`config.mk`:
```
export PLATFORM = sky130hd
export DESIGN_NAME = lc3_dcache_param_flat
export DESIGN_NICKNAME = d
export VERILOG_FILES = /design/src/rtl/lc3_dcache_param_if.sv /design/src/rtl/lc3_dcache_param.sv /design/src/flat_wrapper.sv
export SDC_FILE = /design/constraint.sdc
export NUM_CORES = 1
export LEC_CHECK = 0
export BUFFER_PORTS_ARGS = -buffer_cell sky130_fd_sc_hd__buf_2
export CAP_MARGIN = 40
export CORE_ASPECT_RATIO = 1.75
export CORE_MARGIN = 1.5
export CORE_UTILIZATION = 47
export CTS_BUF_LIST = sky130_fd_sc_hd__clkbuf_4
export DETAILED_ROUTE_END_ITERATION = 12
export SETUP_SLACK_MARGIN = 0.2
export SLEW_MARGIN = 15
export SYNTH_ARGS = -nofsm -noshare
export SYNTH_HDL_FRONTEND = slang
export SYNTH_SLANG_ARGS = --single-unit
```
`constraint.sdc`:
```
create_clock -name clock -period 6.8 [get_ports clock]
set_input_delay 1.02 -clock clock [delete_from_list [all_inputs] [get_ports clock]]
set_output_delay 1.02 -clock clock [all_outputs]
set_load 0.03 [all_outputs]
```
`src/rtl/lc3_dcache_param_if.sv`:
```
// Bus bundle between the LC3 MemAccess stage, the data cache and external data memory.
// Handshakes: rrqst/rrdy and wrqst/wacpt transfer on a cycle where both are high, and the
// requester holds its request and address/data stable until then; a fill word moves when
// rdrdy (mdout valid) and rdacpt are high together; complete is a one-cycle strobe.
interface lc3_dcache_param_if #(
  parameter int ADDR_W = 16,
  parameter int DATA_W = 16
);
  logic              macc;
  logic              rd;
  logic [ADDR_W-1:0] addr;
  logic [DATA_W-1:0] din;
  logic              inv;
  logic [DATA_W-1:0] dout;
  logic              complete;
  logic [ADDR_W-1:0] maddr;
  logic [DATA_W-1:0] mdin;
  logic [DATA_W-1:0] mdout;
  logic              rrqst;
  logic              rrdy;
  logic              rdrdy;
  logic              rdacpt;
  logic              wrqst;
  logic              wacpt;

  modport slave (
    input  macc, rd, addr, din, inv, mdout, rrdy, rdrdy, wacpt,
    output dout, complete, maddr, mdin, rrqst, rdacpt, wrqst
  );

  modport master (
    output macc, rd, addr, din, inv, mdout, rrdy, rdrdy, wacpt,
    input  dout, complete, maddr, mdin, rrqst, rdacpt, wrqst
  );
endinterface

```
`src/rtl/lc3_dcache_param.sv`:
```
// Parametrised direct-mapped, write-through, no-write-allocate data cache for the LC3
// pipeline, with whole-cache invalidate and saturating read hit/miss counters.
module lc3_dcache_param #(
  parameter int ADDR_W   = 16,
  parameter int DATA_W   = 16,
  parameter int INDEX_W  = 3,
  parameter int OFFSET_W = 2
) (
  input  logic                     clock,
  input  logic                     reset,
  lc3_dcache_param_if.slave        bus,
  output logic [15:0]              hit_cnt,
  output logic [15:0]              miss_cnt,
  output logic [2:0]               stateDbg
);
  localparam int TAG_W = ADDR_W - INDEX_W - OFFSET_W;
  localparam int LINES = 1 << INDEX_W;
  localparam int WORDS = 1 << OFFSET_W;

  typedef enum logic [2:0] {IDLE, RREQ, RFILL, WREQ, DONE} state_t;

  state_t state, stateNext;

  logic [TAG_W-1:0]    tag;
  logic [INDEX_W-1:0]  index;
  logic [OFFSET_W-1:0] offset;
  logic [OFFSET_W-1:0] count;
  logic [LINES-1:0]    valid;
  logic [TAG_W-1:0]    tagArr  [LINES];
  logic [DATA_W-1:0]   dataArr [LINES][WORDS];
  logic                hit;
  logic                lastBeat;

  assign tag      = bus.addr[ADDR_W-1 -: TAG_W];
  assign index    = bus.addr[OFFSET_W +: INDEX_W];
  assign offset   = bus.addr[OFFSET_W-1:0];
  assign hit      = valid[index] && (tagArr[index] == tag);
  assign lastBeat = &count;
  assign stateDbg = state;

  always_comb begin
    stateNext    = state;
    bus.complete = 1'b0;
    bus.dout     = '0;
    bus.rrqst    = 1'b0;
    bus.rdacpt   = 1'b0;
    bus.wrqst    = 1'b0;
    bus.maddr    = '0;
    bus.mdin     = '0;
    case (state)
      IDLE: begin
        // inv wins over a same-cycle request, which is then retried next cycle
        if (!bus.inv && bus.macc) begin
          if (bus.rd) begin
            if (hit) begin
              bus.complete = 1'b1;
              bus.dout     = dataArr[index][offset];
            end else begin
              stateNext = RREQ;
            end
          end else begin
            stateNext = WREQ;
          end
        end
      end
      RREQ: begin
        bus.rrqst = 1'b1;
        bus.maddr = {tag, index, {OFFSET_W{1'b0}}};
        if (bus.rrdy) stateNext = RFILL;
      end
      RFILL: begin
        bus.rdacpt = bus.rdrdy;
        if (bus.rdrdy && lastBeat) stateNext = DONE;
      end
      WREQ: begin
        bus.wrqst = 1'b1;
        bus.maddr = bus.addr;
        bus.mdin  = bus.din;
        if (bus.wacpt) stateNext = DONE;
      end
      DONE: begin
        bus.complete = 1'b1;
        if (bus.rd) bus.dout = dataArr[index][offset];
        stateNext = IDLE;
      end
      default: stateNext = IDLE;
    endcase
  end

  always_ff @(posedge clock) begin
    if (reset) begin
      state    <= IDLE;
      count    <= '0;
      valid    <= '0;
      hit_cnt  <= '0;
      miss_cnt <= '0;
    end else begin
      state <= stateNext;
      case (state)
        IDLE: begin
          if (bus.inv) begin
            valid <= '0;
          end else if (bus.macc && bus.rd) begin
            if (hit) begin
              if (hit_cnt != 16'hFFFF) hit_cnt <= hit_cnt + 16'd1;
            end else begin
              if (miss_cnt != 16'hFFFF) miss_cnt <= miss_cnt + 16'd1;
            end
          end
        end
        RREQ: if (bus.rrdy) count <= '0;
        RFILL: begin
          if (bus.rdrdy) begin
            count <= count + OFFSET_W'(1);
            // the line becomes visible only once its final word has landed
            if (lastBeat) valid[index] <= 1'b1;
          end
        end
        default: ;
      endcase
    end
  end

  // Tag and data storage carry no reset; a line is meaningless until its valid bit is set.
  always_ff @(posedge clock) begin
    if (state == RFILL && bus.rdrdy) begin
      dataArr[index][count] <= bus.mdout;
      if (lastBeat) tagArr[index] <= tag;
    end
    if (state == WREQ && bus.wacpt && hit) dataArr[index][offset] <= bus.din;
  end
endmodule

```
`src/flat_wrapper.sv`:
```
// flat-port wrapper written by rule: the top's interface ports become plain ports
module lc3_dcache_param_flat 
#(
  parameter int ADDR_W   = 16,
  parameter int DATA_W   = 16,
  parameter int INDEX_W  = 3,
  parameter int OFFSET_W = 2
)
  (clock, reset, hit_cnt, miss_cnt, stateDbg, bus_macc, bus_rd, bus_addr, bus_din, bus_inv, bus_mdout, bus_rrdy, bus_rdrdy, bus_wacpt, bus_dout, bus_complete, bus_maddr, bus_mdin, bus_rrqst, bus_rdacpt, bus_wrqst);
  lc3_dcache_param_if #(.ADDR_W(ADDR_W), .DATA_W(DATA_W)) bus_i ();
  input  logic clock;
  input  logic reset;
  output logic [15:0] hit_cnt;
  output logic [15:0] miss_cnt;
  output logic [2:0] stateDbg;
  input wire logic [$bits(bus_i.macc)-1:0] bus_macc;
  input wire logic [$bits(bus_i.rd)-1:0] bus_rd;
  input wire logic [$bits(bus_i.addr)-1:0] bus_addr;
  input wire logic [$bits(bus_i.din)-1:0] bus_din;
  input wire logic [$bits(bus_i.inv)-1:0] bus_inv;
  input wire logic [$bits(bus_i.mdout)-1:0] bus_mdout;
  input wire logic [$bits(bus_i.rrdy)-1:0] bus_rrdy;
  input wire logic [$bits(bus_i.rdrdy)-1:0] bus_rdrdy;
  input wire logic [$bits(bus_i.wacpt)-1:0] bus_wacpt;
  output wire logic [$bits(bus_i.dout)-1:0] bus_dout;
  output wire logic [$bits(bus_i.complete)-1:0] bus_complete;
  output wire logic [$bits(bus_i.maddr)-1:0] bus_maddr;
  output wire logic [$bits(bus_i.mdin)-1:0] bus_mdin;
  output wire logic [$bits(bus_i.rrqst)-1:0] bus_rrqst;
  output wire logic [$bits(bus_i.rdacpt)-1:0] bus_rdacpt;
  output wire logic [$bits(bus_i.wrqst)-1:0] bus_wrqst;
  assign bus_i.macc = bus_macc;
  assign bus_i.rd = bus_rd;
  assign bus_i.addr = bus_addr;
  assign bus_i.din = bus_din;
  assign bus_i.inv = bus_inv;
  assign bus_i.mdout = bus_mdout;
  assign bus_i.rrdy = bus_rrdy;
  assign bus_i.rdrdy = bus_rdrdy;
  assign bus_i.wacpt = bus_wacpt;
  assign bus_dout = bus_i.dout;
  assign bus_complete = bus_i.complete;
  assign bus_maddr = bus_i.maddr;
  assign bus_mdin = bus_i.mdin;
  assign bus_rrqst = bus_i.rrqst;
  assign bus_rdacpt = bus_i.rdacpt;
  assign bus_wrqst = bus_i.wrqst;
  lc3_dcache_param #(.ADDR_W(ADDR_W), .DATA_W(DATA_W), .INDEX_W(INDEX_W), .OFFSET_W(OFFSET_W)) u_core (.clock(clock), .reset(reset), .bus(bus_i), .hit_cnt(hit_cnt), .miss_cnt(miss_cnt), .stateDbg(stateDbg));
endmodule
```
==> flow_summary.ini <==
[yosys]
netlist_instances = 1563
synth.distinct_cells = 59
synth_area_mm2 = 0.0252
yosys_warnings = 0
seq_area_frac_synth_pct = 75.0
avgSynthCellArea_um2 = 16.1
ys_ff_latch = 645
synth-main-ff-cell = edfxtp_1
synth_edf_count = 600
synthArstFlopShare_pct = 0
synth_fp_nets = 1625

[grt]
grt_pass1_vias = 16377
grtUsageTotal_pct = 27.9
gr-total-overflow = 0
use_met1_pct = 31.9
grt-busiest-layer = met2
antenna_found_initial = 5
grtUsageMet2_pct = 47.8
grt_pass1_wl_um = 109000
global_route.usage.met3_pct = 6.20
grt_start_max_net_pins = 48

[worst_setup_path]
r2r-end = u_core.dataArr[5][34]
cp-end-kind = output port
cp-start-kind = input port
reg2reg_setup_slack_ns = 2.59
critPathRequiredTime_ns = 5.78
rr_worst_depth = 9
crit_type = in -> out
arrival_ns = 4.91
r2r-start = u_core.tagArr[7][8]
crit_fanout = 30

[min_path]
hold_path.class = in -> reg
min_from = bus_rd
hold-path-cell-count = 2
hold_end = u_core.stateDbg[0]

[cts]
cts.clk_slew.worst_paths_ns = 0.07
htreeDepth = 4
cts_buffer_depth = 3
cts_sinks = 645
cts_hold_buffers = 0
cts_resized = 0
cts_tree = done
clock_latency_ns = 0.90
cts_setup_buffers = 0
cts-root-buf = clkbuf_4
cts_inserted_buffers = 146

[die]
std_cell_rows = 112
dieArea_mm2 = 0.0551
start_util_pct = 47.5
io_pins = 143
dieHeight_um = 309
die_w_um = 178
core_mm2 = 0.0531

[sta]
fin_skew_ns = 0.0511
period_share_pct = 87.2
hold_viol = 0
worstMarginPinSlew_ns = 1.04
max_freq_mhz = 169
finalSetupTns_ns = 0
slew_violations = 0
grt_setup_unrepaired = false
worst_hold_slack_ns = 0.430
setup_viol = 0
layout_min_cycle_time_ns = 5.93
maxSlewHeadroom_pct = 30.1

[power_and_ir_drop]
peakVddDrop_v = 0.000121
p_per_area_mw_per_mm2 = 273
finalPower_mw = 7.97
p_leak_nw = 9.95

[finish]
final_cell_mix = edfxtp_1 (600), o22ai_1 (260), clkbuf_4 (204), buf_2 (142), buf_4 (89)
layout_commonest_cell = edfxtp_1
final_nets = 1915
drive_above_1_share_pct = 30.4
area_growth_pct = 15.9
stdcell_count = 2652

[placed_design]
gp_congestion = 0.870
port-buffer-count = 142
placed_cells = 2389
place_hpwl_um = 50600

[route]
drc = 0
viasPerCell = 6.18
vias = 16389
dr.pass1.iters = 7
postRouteAntennaNets = 0
routedWlPerCell_um = 28.6
drt-initial-drc-count = 1650
totalWireLength_um = 76000

[job]
cap_violations = 0

[status]
status = finished, final reports clean
critical path, stage by stage:
cell and delay (ns):
buf_2 0.46, nor2b_1 0.72, nand2_2 0.46, buf_12 0.32, buf_4 0.22, o22ai_1 0.32, nor4_1 0.12, clkdlybuf4s15_2 0.28
buf_4 0.16, mux4_2 0.44, nor2b_1 0.16, buf_2 0.19
routing by layer:
layer	share of wire, %	vias up
met5	0	-
met4	5.6	0
met3	8.2	183
met2	51	882
met1	35	8262
li1	-	7062
worst max-delay path by stage:
stage                start      endpoint  slack [ns]
5_1_grt        bus_addr[4]   bus_dout[2]        0.82
3_3_place_gp   bus_addr[2]   bus_dout[2]        0.97
4_1_cts        bus_addr[4]   bus_dout[2]        0.92
3_5_place_dp   bus_addr[3]   bus_dout[7]        0.93
6_report       bus_addr[4]   bus_dout[2]        0.87
2_1_floorplan  bus_addr[3]  bus_complete        2.00
power by group:
| part | switching [mW] | total [mW] | leakage [nW] | internal [mW] |
|---|---|---|---|---|
| clock | 1.50 | 3.12 | 1.11 | 1.62 |
| sequential | 0.00940 | 4.34 | 5.75 | 4.34 |
| combinational | 0.342 | 0.502 | 3.09 | 0.160 |
| total | 1.85 | 7.97 | 9.95 | 6.12 |
Yosys cell counts, types with 3 or more instances:
master,instances,area share [%]
a21boi_1,3,0.089
mux2i_1,18,0.71
o21ai_0,21,0.42
o22ai_1,260,6.5
buf_1,5,0.074
nor3_1,9,0.18
or4_1,7,0.21
a221oi_1,3,0.10
inv_1,9,0.13
nand3b_1,3,0.089
mux4_2,28,2.5
nand2_1,25,0.37
nand3_1,23,0.46
or3_1,17,0.42
ha_1,6,0.30
nand4_1,10,0.25
and4_1,5,0.17
nor4_1,67,1.7
nor2_1,71,1.1
edfxtp_1,600,71
nor2b_1,35,0.87
and2_1,18,0.45
clkbuf_1,82,1.2
xor2_1,4,0.14
mux2_2,83,3.7
dfxtp_1,45,3.6
a21oi_1,20,0.40
o21a_1,7,0.21
xnor2_1,6,0.21
buf_2,10,0.20
and3_1,27,0.67
cell type report:
cell class / instances / area, um^2
Fill cell: 4346 / 23900
Sequential cell: 645 / 18900
Multi-Input combinational cell: 805 / 5860
Timing Repair Buffer: 243 / 1600
Clock buffer: 204 / 1530
Tap cell: 684 / 856
Clock inverter: 51 / 382
Inverter: 12 / 45.0
Antenna cell: 8 / 20.0
stage by stage:
step	util (%)	worst slack, ns	instance area, um^2
final	55.0	0.871	29200
after global routing	55.0	0.819	29200
after CTS	55.0	0.919	29200
after detailed placement	51.4	0.934	27300
after global placement	51.2	0.973	27200
after floorplan	-	2.00	25200
cells by family (layout without fill, tap and decap cells):
group	count (synthesis)	count (layout)	synth area share, %
AOI/OAI and AO/OA	331	331	8.22
xor gates and xnor gates	10	10	0.347
adders and majority gates	6	6	0.298
buffers and inverters	113	510	1.90
DFF	645	645	75.0
muxes	131	131	7.01
other	0	8	0
and+or+nand+nor	327	327	7.18
registers in the layout, summed over array words and instances (netlist names):
signal and flops:
u_core.dataArr 512, u_core.tagArr 88, u_core.hit_cnt 16, u_core.miss_cnt 16, u_core.valid 8, u_core.stateDbg 3
u_core.count 2
Note: power is estimated with default switching activity, not from simulation.
